--- config.mk ---
export PLATFORM = sky130hd
export DESIGN_NAME = ec_point_alu_seq
export DESIGN_NICKNAME = d
export VERILOG_FILES = /design/src/rtl/ec_point_alu_seq.sv
export SDC_FILE = /design/constraint.sdc
export NUM_CORES = 1
export LEC_CHECK = 0
export BUFFER_PORTS_ARGS = -buffer_cell sky130_fd_sc_hd__buf_2
export CAP_MARGIN = 5
export CORE_MARGIN = 10
export CORE_UTILIZATION = 35
export CTS_BUF_LIST = sky130_fd_sc_hd__clkbuf_2
export CTS_CLUSTER_DIAMETER = 50
export DETAILED_ROUTE_END_ITERATION = 16
export PLACE_DENSITY = 0.54
export SETUP_SLACK_MARGIN = 0.5
export SYNTH_ARGS = -nofsm -noshare
export SYNTH_HDL_FRONTEND = slang
export SYNTH_SLANG_ARGS = --single-unit
--- constraint.sdc ---
create_clock -name clk -period 8.9 [get_ports clk]
set_input_delay 0.445 -clock clk [delete_from_list [all_inputs] [get_ports clk]]
set_output_delay 0.445 -clock clk [all_outputs]
set_load 0.005 [all_outputs]
--- src/rtl/ec_point_alu_seq.sv ---
// Sequential projective point ALU: single-cycle ADD/DOUBLE/PASS and constant-time
// left-to-right double-and-add scalar multiply, with valid/ready on both sides.
module ec_point_alu_seq #(
  parameter int unsigned KW     = 4,
  parameter logic [11:0] INF_PT = 12'h010
) (
  input  logic          clk,
  input  logic          rst,
  input  logic          in_valid,
  output logic          in_ready,
  input  logic [1:0]    op,
  input  logic [11:0]   A,
  input  logic [11:0]   B,
  input  logic [KW-1:0] k,
  output logic          out_valid,
  input  logic          out_ready,
  output logic [11:0]   R,
  output logic          r_inf,
  output logic          busy
);

  localparam int unsigned CW = (KW > 1) ? $clog2(KW) : 1;

  typedef enum logic [1:0] {S_IDLE, S_DBL, S_ADDS, S_DONE} state_e;
  typedef enum logic [1:0] {OP_ADD = 2'b00, OP_DBL = 2'b01, OP_SMUL = 2'b10, OP_PASS = 2'b11} op_e;

  state_e          state_q, state_d;
  logic [11:0]     p_q, p_d;
  logic [KW-1:0]   k_q, k_d;
  logic [11:0]     acc_q, acc_d;
  logic            acc_inf_q, acc_inf_d;
  logic [CW-1:0]   i_q, i_d;
  logic [11:0]     r_q, r_d;
  logic            r_inf_q, r_inf_d;
  logic            out_valid_q, out_valid_d;

  logic [11:0]     add_a, add_b, add_s, dbl_in, dbl_s;
  logic            accept, load_r;
  op_e             op_c;

  // The single adder/doubler pair serves direct commands in IDLE and the SMUL loop otherwise.
  assign add_a  = (state_q == S_IDLE) ? A : acc_q;
  assign add_b  = (state_q == S_IDLE) ? B : p_q;
  assign dbl_in = (state_q == S_IDLE) ? A : acc_q;

  pointADD    u_add (.p(add_a), .q(add_b), .s(add_s));
  pointDouble u_dbl (.p(dbl_in), .s(dbl_s));

  assign op_c     = op_e'(op);
  assign in_ready = (state_q == S_IDLE) && (!out_valid_q || out_ready);
  assign accept   = in_valid && in_ready;

  always_comb begin
    state_d     = state_q;
    p_d         = p_q;
    k_d         = k_q;
    acc_d       = acc_q;
    acc_inf_d   = acc_inf_q;
    i_d         = i_q;
    r_d         = r_q;
    r_inf_d     = r_inf_q;
    load_r      = 1'b0;
    out_valid_d = out_valid_q && !out_ready;

    case (state_q)
      S_IDLE: begin
        if (accept) begin
          case (op_c)
            OP_ADD: begin
              load_r = 1'b1;
              if (A[11:8] == 4'h0)      r_d = B;
              else if (B[11:8] == 4'h0) r_d = A;
              else                      r_d = add_s;
            end
            OP_DBL: begin
              load_r = 1'b1;
              r_d    = (A[11:8] == 4'h0) ? INF_PT : dbl_s;
            end
            OP_PASS: begin
              load_r = 1'b1;
              r_d    = A;
            end
            default: begin
              p_d       = A;
              k_d       = k;
              acc_d     = INF_PT;
              acc_inf_d = 1'b1;
              i_d       = CW'(KW - 1);
              state_d   = S_DBL;
            end
          endcase
        end
      end
      S_DBL: begin
        if (!acc_inf_q) acc_d = dbl_s;
        state_d = S_ADDS;
      end
      S_ADDS: begin
        if (k_q[i_q]) begin
          if (acc_inf_q) begin
            // An infinite base keeps the accumulator flagged so the result is INF_PT.
            acc_d     = p_q;
            acc_inf_d = (p_q[11:8] == 4'h0);
          end else begin
            acc_d = add_s;
          end
        end
        if (i_q == '0) begin
          state_d = S_DONE;
        end else begin
          i_d     = i_q - CW'(1);
          state_d = S_DBL;
        end
      end
      S_DONE: begin
        load_r  = 1'b1;
        r_d     = acc_inf_q ? INF_PT : acc_q;
        state_d = S_IDLE;
      end
      default: state_d = S_IDLE;
    endcase

    if (load_r) begin
      out_valid_d = 1'b1;
      r_inf_d     = (r_d[11:8] == 4'h0);
    end
  end

  always_ff @(posedge clk) begin
    if (rst) begin
      state_q     <= S_IDLE;
      p_q         <= '0;
      k_q         <= '0;
      acc_q       <= '0;
      acc_inf_q   <= 1'b0;
      i_q         <= '0;
      r_q         <= '0;
      r_inf_q     <= 1'b0;
      out_valid_q <= 1'b0;
    end else begin
      state_q     <= state_d;
      p_q         <= p_d;
      k_q         <= k_d;
      acc_q       <= acc_d;
      acc_inf_q   <= acc_inf_d;
      i_q         <= i_d;
      r_q         <= r_d;
      r_inf_q     <= r_inf_d;
      out_valid_q <= out_valid_d;
    end
  end

  assign R         = r_q;
  assign r_inf     = r_inf_q;
  assign out_valid = out_valid_q;
  assign busy      = (state_q == S_DBL) || (state_q == S_ADDS);

endmodule

// Projective point addition over GF(2^4), reduction polynomial x^4+x+1.
module pointADD (
  input  logic [11:0] p,
  input  logic [11:0] q,
  output logic [11:0] s
);
  function automatic logic [3:0] gf_mul(input logic [3:0] a, input logic [3:0] b);
    logic [3:0] r, t;
    r = '0;
    t = a;
    for (int unsigned i = 0; i < 4; i++) begin
      if (b[i]) r = r ^ t;
      t = {t[2:0], 1'b0} ^ (t[3] ? 4'h3 : 4'h0);
    end
    return r;
  endfunction

  logic [3:0] x3, y3, z3;
  assign x3 = gf_mul(p[3:0], q[11:8]) ^ gf_mul(q[3:0], p[11:8]);
  assign y3 = gf_mul(p[7:4], q[11:8]) ^ gf_mul(q[7:4], p[11:8]) ^ x3;
  assign z3 = gf_mul(p[11:8], q[11:8]);
  assign s  = {z3, y3, x3};
endmodule

// Projective point doubling over GF(2^4), reduction polynomial x^4+x+1.
module pointDouble (
  input  logic [11:0] p,
  output logic [11:0] s
);
  function automatic logic [3:0] gf_mul(input logic [3:0] a, input logic [3:0] b);
    logic [3:0] r, t;
    r = '0;
    t = a;
    for (int unsigned i = 0; i < 4; i++) begin
      if (b[i]) r = r ^ t;
      t = {t[2:0], 1'b0} ^ (t[3] ? 4'h3 : 4'h0);
    end
    return r;
  endfunction

  logic [3:0] x3, y3, z3;
  assign x3 = gf_mul(p[3:0], p[3:0]) ^ gf_mul(p[7:4], p[11:8]);
  assign y3 = gf_mul(p[7:4], p[7:4]) ^ x3;
  assign z3 = gf_mul(p[11:8], p[11:8]);
  assign s  = {z3, y3, x3};
endmodule

* Yosys cells after proc, flatten, opt, wreduce, memory -nomap -nowiden
Cells that the tools add are included.
** Storage, ports and cells
- Output and inout port bits :: 16
- Logic and storage cells :: 180
- Register bits after elaboration :: 47
- Input bits :: 34
** Operators by class
- Reductions and logical operators :: 24
- Mux-type cells :: 85
- $add $sub $neg :: 1
- Equality and inequality tests :: 11
- Bitwise logic cells :: 48
- Magnitude comparators :: 1
** Operator list (count)
- bitwise XOR 4 bit :: 47
- two-way mux 12 bit :: 12
- two-way mux 4 bit :: 36
- one-hot mux 12 bit (3 select lines) :: 2
- two-way mux 2 bit :: 21
- one-hot mux 12 bit (2 select lines) :: 1
- logical NOT 4 bit :: 4
- inequality test 2 bit (second input constant) :: 5
- two-way mux 1 bit :: 8
- one-hot mux 2 bit (4 select lines) :: 1
- AND reduction 4 bit :: 2
- == test 2 bit (second input constant) :: 3
- logical NOT 2 bit :: 3
- AND reduction 3 bit :: 2
- AND reduction 5 bit :: 1
- == test 2 x 1 -> 1 bit (second input constant) :: 2
- inequality test 4 x 1 -> 1 bit (second input constant) :: 1
- one-hot mux 1 bit (2 select lines) :: 2
- one-hot mux 2 bit (2 select lines) :: 1
- nonzero test 2 bit :: 2
- logical AND 1 bit :: 3
- < comparator 2 x 3 -> 1 bit (second input constant) :: 1
- nonzero test 3 bit :: 1
- OR reduction 3 bit :: 1
- 6 further kinds :: 8

* Logic depth before layout (Yosys ltp)
- Word-level depth :: 18
- Depth in mapped cells :: 17
- Depth with buffers taken out :: 13

* By module
From an unflattened synthesis, not the netlist that was laid out.
** Second synthesis, totals
- Cell total of the unflattened synthesis :: 641
- Area, all modules :: 4992.3 um^2
** By module, submodules not included
- ec_point_alu_seq :: cells an instance 366, area an instance 2959.1 um^2, seq. area each 940.9 um^2, times used 1
- pointADD :: cells an instance 193, area an instance 1363.8 um^2, seq. area each 0.0 um^2, times used 1
- pointDouble :: cells an instance 82, area an instance 669.4 um^2, seq. area each 0.0 um^2, times used 1

* Worst setup path before layout
Ideal clock, no wire load.
- Kind :: register to register
- From :: register state_q[0]
- To :: register r_q[5], in the netlist R[5]
- Required time :: 8761 ps
- Stages on the path, launching flop included :: 16
- Period minus slack after synthesis :: 3391 ps
- Setup slack :: 5509 ps
- Arrival time :: 3252 ps
- Path through :: dfxtp_1 -> inv_1 -> ha_1 -> buf_6 -> buf_4 -> mux2i_1 -> inv_1 -> ha_1 -> clkbuf_1 -> nand2_1 -> xnor3_1 -> xnor3_1 -> xor2_1 -> nor2_1 -> a2111oi_0 -> a2111oi_1
** On the way
- Cells in the longest elaborated chain, start to end :: 17
** Ends and longest elaborated chain
- start: declaration :: line 27 : state_e state_q, state_d;
- start signal: assignment :: line 141 : state_q <= state_d;
- logical NOT 2 bit
- two-way mux 12 bit (on tied branches) :: line 42, 44, 43
- two-way mux 2 bit (on tied branches) :: line 172, 195
- bitwise XOR 4 bit (on tied branches) :: line 172, 195
- bitwise XOR 4 bit :: line 171 : if (b[i]) r = r ^ t;
- two-way mux 4 bit :: line 171
- bitwise XOR 4 bit :: line 171
- two-way mux 4 bit :: line 171
- bitwise XOR 4 bit :: line 171
- two-way mux 4 bit :: line 171
- bitwise XOR 4 bit (on tied branches) :: line 179, 178
- bitwise XOR 4 bit :: line 179 : assign y3 = gf_mul(p[7:4], q[11:8]) ^ gf_mul(q[7:4], p[11:8]) ^ x3;
- two-way mux 12 bit :: line 72 : else if (B[11:8] == 4'h0) r_d = A;
- two-way mux 12 bit :: line 71 : if (A[11:8] == 4'h0) r_d = B;
- one-hot mux 12 bit (3 select lines) :: line 68 : case (op_c)
- two-way mux 12 bit :: line 67 : if (accept) begin
- one-hot mux 12 bit (2 select lines) :: line 65 : case (state_q)
- end signal: assignment :: line 147 : r_q <= r_d;
- end: declaration :: line 33 : logic [11:0] r_q, r_d;
Parallel ways exist; a longest one is shown, timed or not. The select of a mux whose other input is x is not followed.
A chain may end at the register's enable or synchronous reset.

* Worst setup path after layout
- From :: register state_q[1]
- To :: register r_inf_q, in the netlist r_inf
** On the way
- Cells in the longest elaborated chain, start to end :: 16
** Ends and longest elaborated chain
- logical NOT 2 bit
- two-way mux 12 bit :: line 42, 44
- two-way mux 2 bit :: line 172, 195
- bitwise XOR 4 bit :: line 172, 195
- bitwise XOR 4 bit :: line 171
- two-way mux 4 bit :: line 171
- bitwise XOR 4 bit :: line 171
- two-way mux 4 bit :: line 171
- bitwise XOR 4 bit :: line 171
- two-way mux 4 bit :: line 171
- two-way mux 12 bit :: line 72
- two-way mux 12 bit :: line 71
- one-hot mux 12 bit (3 select lines) :: line 68
- two-way mux 12 bit :: line 67
- one-hot mux 12 bit (2 select lines) :: line 65
- logical NOT 4 bit :: line 125 : r_inf_d = (r_d[11:8] == 4'h0);
- end signal: assignment :: line 148 : r_inf_q <= r_inf_d;
- end: declaration :: line 34 : logic r_inf_q, r_inf_d;
Parallel ways exist; a longest one is shown, timed or not. The select of a mux whose other input is x is not followed.

==> qor.yml <==
outcome: "completed"
grt-ovfl-total: 0
p_leak_nw: 2.44
clock.fmax_mhz: 203
clkTransAtPathRegs_ps: 270
grt_usage_pct: 19.8
fin_crit_ps: 4910
grt_setup_unrepaired: "false"
die_x_um: 145
hold_depth: 3
layout-drive-gt1-share_pct: 12.6
cpLargestDelayFamily: "adder cells"
syn_to_final_growth_pct: 6.22
cts_hold_buffers: 0
dp.cells: 917
cp_max_fo: 50
slowest_delay_ps: 1090
rr_endpoint: "r_inf$_SDFFE_PP0P_"
yosys_warnings: 0
nNetsFinal: 757
regToRegSetupSlack_ps: 3990
start_kind: "flop"
synth_nets: 755
via_count: 5757
tritoncts: "yes"
grt_pass1_vias: 5525
cts-root-buf: "clkbuf_2"
peakVddDrop_v: 0.000252
cts_buffer_depth: 2
clock_skew_ps: 56.3
row_count: 45
layout_setup_ws_ps: 3990
final_util_pct: 38.1
dp_slack_ps: 4190
via_per_inst: 6.22
relSlewSlack_pct: 13.2
antenna_found_initial: 0
fp.dieH_um: 145
ctsHtreeMaxLevel: 2
place_area_um2: 5760
syn-cell-area_um2: 5490
synth.area.mux_share_pct: 9.96
routed_wl_um: 22000
ys_seq_area_share_pct: 17.1
drtAntennaViolNets: 0
io_buffers: 49
worstMarginPinSlew_ps: 1270
finalHoldViolCount: 0
fin_tns_setup_ps: 0
power_switching_mw: 1.10
ys_seq_elements: 47
yosysMostFrequentCell: "nor2_1"
seqCellArea_um2: 941
swShare_pct: 53.4
synth_xor_area_share_pct: 17.7
cp_num_buf_inv: 2
pwr-share-seq_pct: 14.7
io_pins: 50
wl_per_cell_um: 23.8
multi_input_area_um2: 4210
drt-initial-drc-count: 624
required_ps: 9350
grt_pass1_wl_um: 33400
period_share_pct: 55.2
holdCritPathClass: "primary input to flop"
p_per_area_nw_per_um2: 354
clkLatencyLatePin_ps: 550
synth_fa_ha_area_share_pct: 2.28
cap_violations: 0
numCtsBuffers: 5
final_cells: 925
final-setup-viol-count: 0
ctsResizeCount: 0
post_cts_buffers: 0
drcViolationCount: 0
yosysTopAreaCellShare_pct: 17.1
final_max_slew_viol_count: 0
cp-end-kind: "flop"
detailed_place_hpwl_um: 16000
synth-edff-count: 0
place_congestion: 0.982
syn_area_per_cell_um2: 7.72
ys_top_cells_by_count: "nor2_1, nand2_1, xnor2_1"
reg2reg_depth: 11
path_cells: "inv_1 -> ha_4 -> mux2i_1 -> clkinv_1 -> ha_1 -> nand2_1 -> xnor3_1 -> xnor2_1 -> a2111oi_0 -> nor3_1 -> a41o_1"
async_reset_ff_share_pct: 0
final_area_um2: 5830
die_area_um2: 21100
yosys.area_share.simple_pct: 20.9
synth_top_area_cell: "dfxtp_1"
path_depth: 11
core_area_um2: 15300
synth_compound_area_share_pct: 25.5
hold_path.startpoint: "k[2]"
dr.pass1.iters: 6
synth_area_leaders: "dfxtp_1, xnor2_1, mux2i_1, nor2_1, xor2_1"
syn_inst: 711
initial_utilization_pct: 35.8
fillers: 1651
synth_cell_types: 68
crit_type: "flop to flop"
synth_top_family_by_area: "compound AO/OA/AOI/OAI gates"
grt_max_degree: 51
hold-path-endpoint: "k_q[2]$_SDFFE_PP0P_"
p_int_mw: 0.962
diodes: 0
critical_path_arrival_ps: 5370
crit_path_top_delay_cell: "mux2i_1"
rr_startpoint: "state_q[1]$_SDFFE_PP0P_"
ys.flop_type: "dfxtp_1"
clock-sinks: 47
p_clk_share_pct: 6.6
combPwrFrac_pct: 78.7
[power by group through the flow]
| stage | clock, mW | combinational, mW | sequential, mW |
|---|---|---|---|
| global route | 0.150 | 1.75 | 0.309 |
| detailed placement | 0 | 1.57 | 0.305 |
| CTS | 0.143 | 1.59 | 0.301 |
| floorplan | 0 | 1.25 | 0.273 |
| global placement | 0 | 1.56 | 0.305 |
| finish | 0.137 | 1.63 | 0.303 |
[worst max path at each step]
stage,end,start
detailed placement,r_inf$_SDFFE_PP0P_,state_q[0]$_SDFFE_PP0P_
finish,r_inf$_SDFFE_PP0P_,state_q[1]$_SDFFE_PP0P_
floorplan,R[5]$_SDFFE_PP0P_,state_q[0]$_SDFFE_PP0P_
global placement,r_inf$_SDFFE_PP0P_,state_q[0]$_SDFFE_PP0P_
CTS,r_inf$_SDFFE_PP0P_,state_q[0]$_SDFFE_PP0P_
global route,acc_q[10]$_SDFFE_PP0P_,state_q[0]$_SDFFE_PP0P_
[layout make-up]
class,instances,area share (%)
multi-input cells,588,72.1
flip-flops and latches,47,16.1
clock inverters,3,0.729
repair buffers,56,5.11
inverters,15,0.965
well taps,211,4.53
clock buffers,5,0.429
[layout by cell type, fill, tap and decap left out, types with 5 or more instances in the layout]
master    count
xor2_1       29
nand2_1      62
clkbuf_2      5
mux2i_1      39
xnor2_1      51
a32oi_1      10
nor3_1       12
nor4_1        8
nand3_1      26
nor2b_1       5
a211oi_1     20
o21ai_0      33
a211o_1       8
and2_1        8
xnor3_1      11
o22ai_1       5
inv_1        11
o211ai_1     10
mux2_2        7
o21a_1        5
a21oi_1      21
nand2b_1      8
ha_1          9
buf_2        49
a22oi_1      18
and3_1        6
o211a_1       9
nand3b_1      8
nor2_1       93
buf_4         7
dfxtp_1      47
[worst register-to-register path, stage by stage, from the launching register on]
cell       delay, ps
dfxtp_1          390
inv_1            150
ha_4             530
mux2i_1         1120
clkinv_1         690
ha_1             610
nand2_1           80
xnor3_1          370
xnor2_1          180
a2111oi_0        410
nor3_1           140
a41o_1           190
[flip-flops by register name (all words and copies together) (netlist names)]
register	flops
acc_inf_q	1
acc_q	12
k_q	4
out_valid	1
i_q	2
state_q	2
R	12
r_inf	1
p_q	12
[stage by stage]
step | total power [mW] | hold slack (ps)
after floorplan | 1.52 | 458
after global placement | 1.86 | 477
after detailed placement | 1.88 | 492
after CTS | 2.03 | 113
after global routing | 2.21 | 111
final | 2.07 | 139
[cell families (layout without fill, tap and decap cells)]
logic type                 Yosys count  count (layout)
AOI/OAI and AO/OA                  186             186
muxes                               51              51
buffers and inverters               76              79
and+or+nand+nor                    249             249
adders and majority gates           10              10
xor gates and xnor gates            92              92
DFF                                 47              47
[routing by layer]
| metal | track usage (%) | share of wire [%] | vias to the layer above |
|---|---|---|---|
| met2 | 30.1 | 44 | 350 |
| met1 | 26.9 | 44 | 2779 |
| li1 | - | - | 2584 |
| met4 | 5.76 | 2.7 | 0 |
| met5 | 0 | 0 | - |
| met3 | 4.97 | 9.5 | 44 |
No activity file was read; power rests on OpenSTA's default activity.
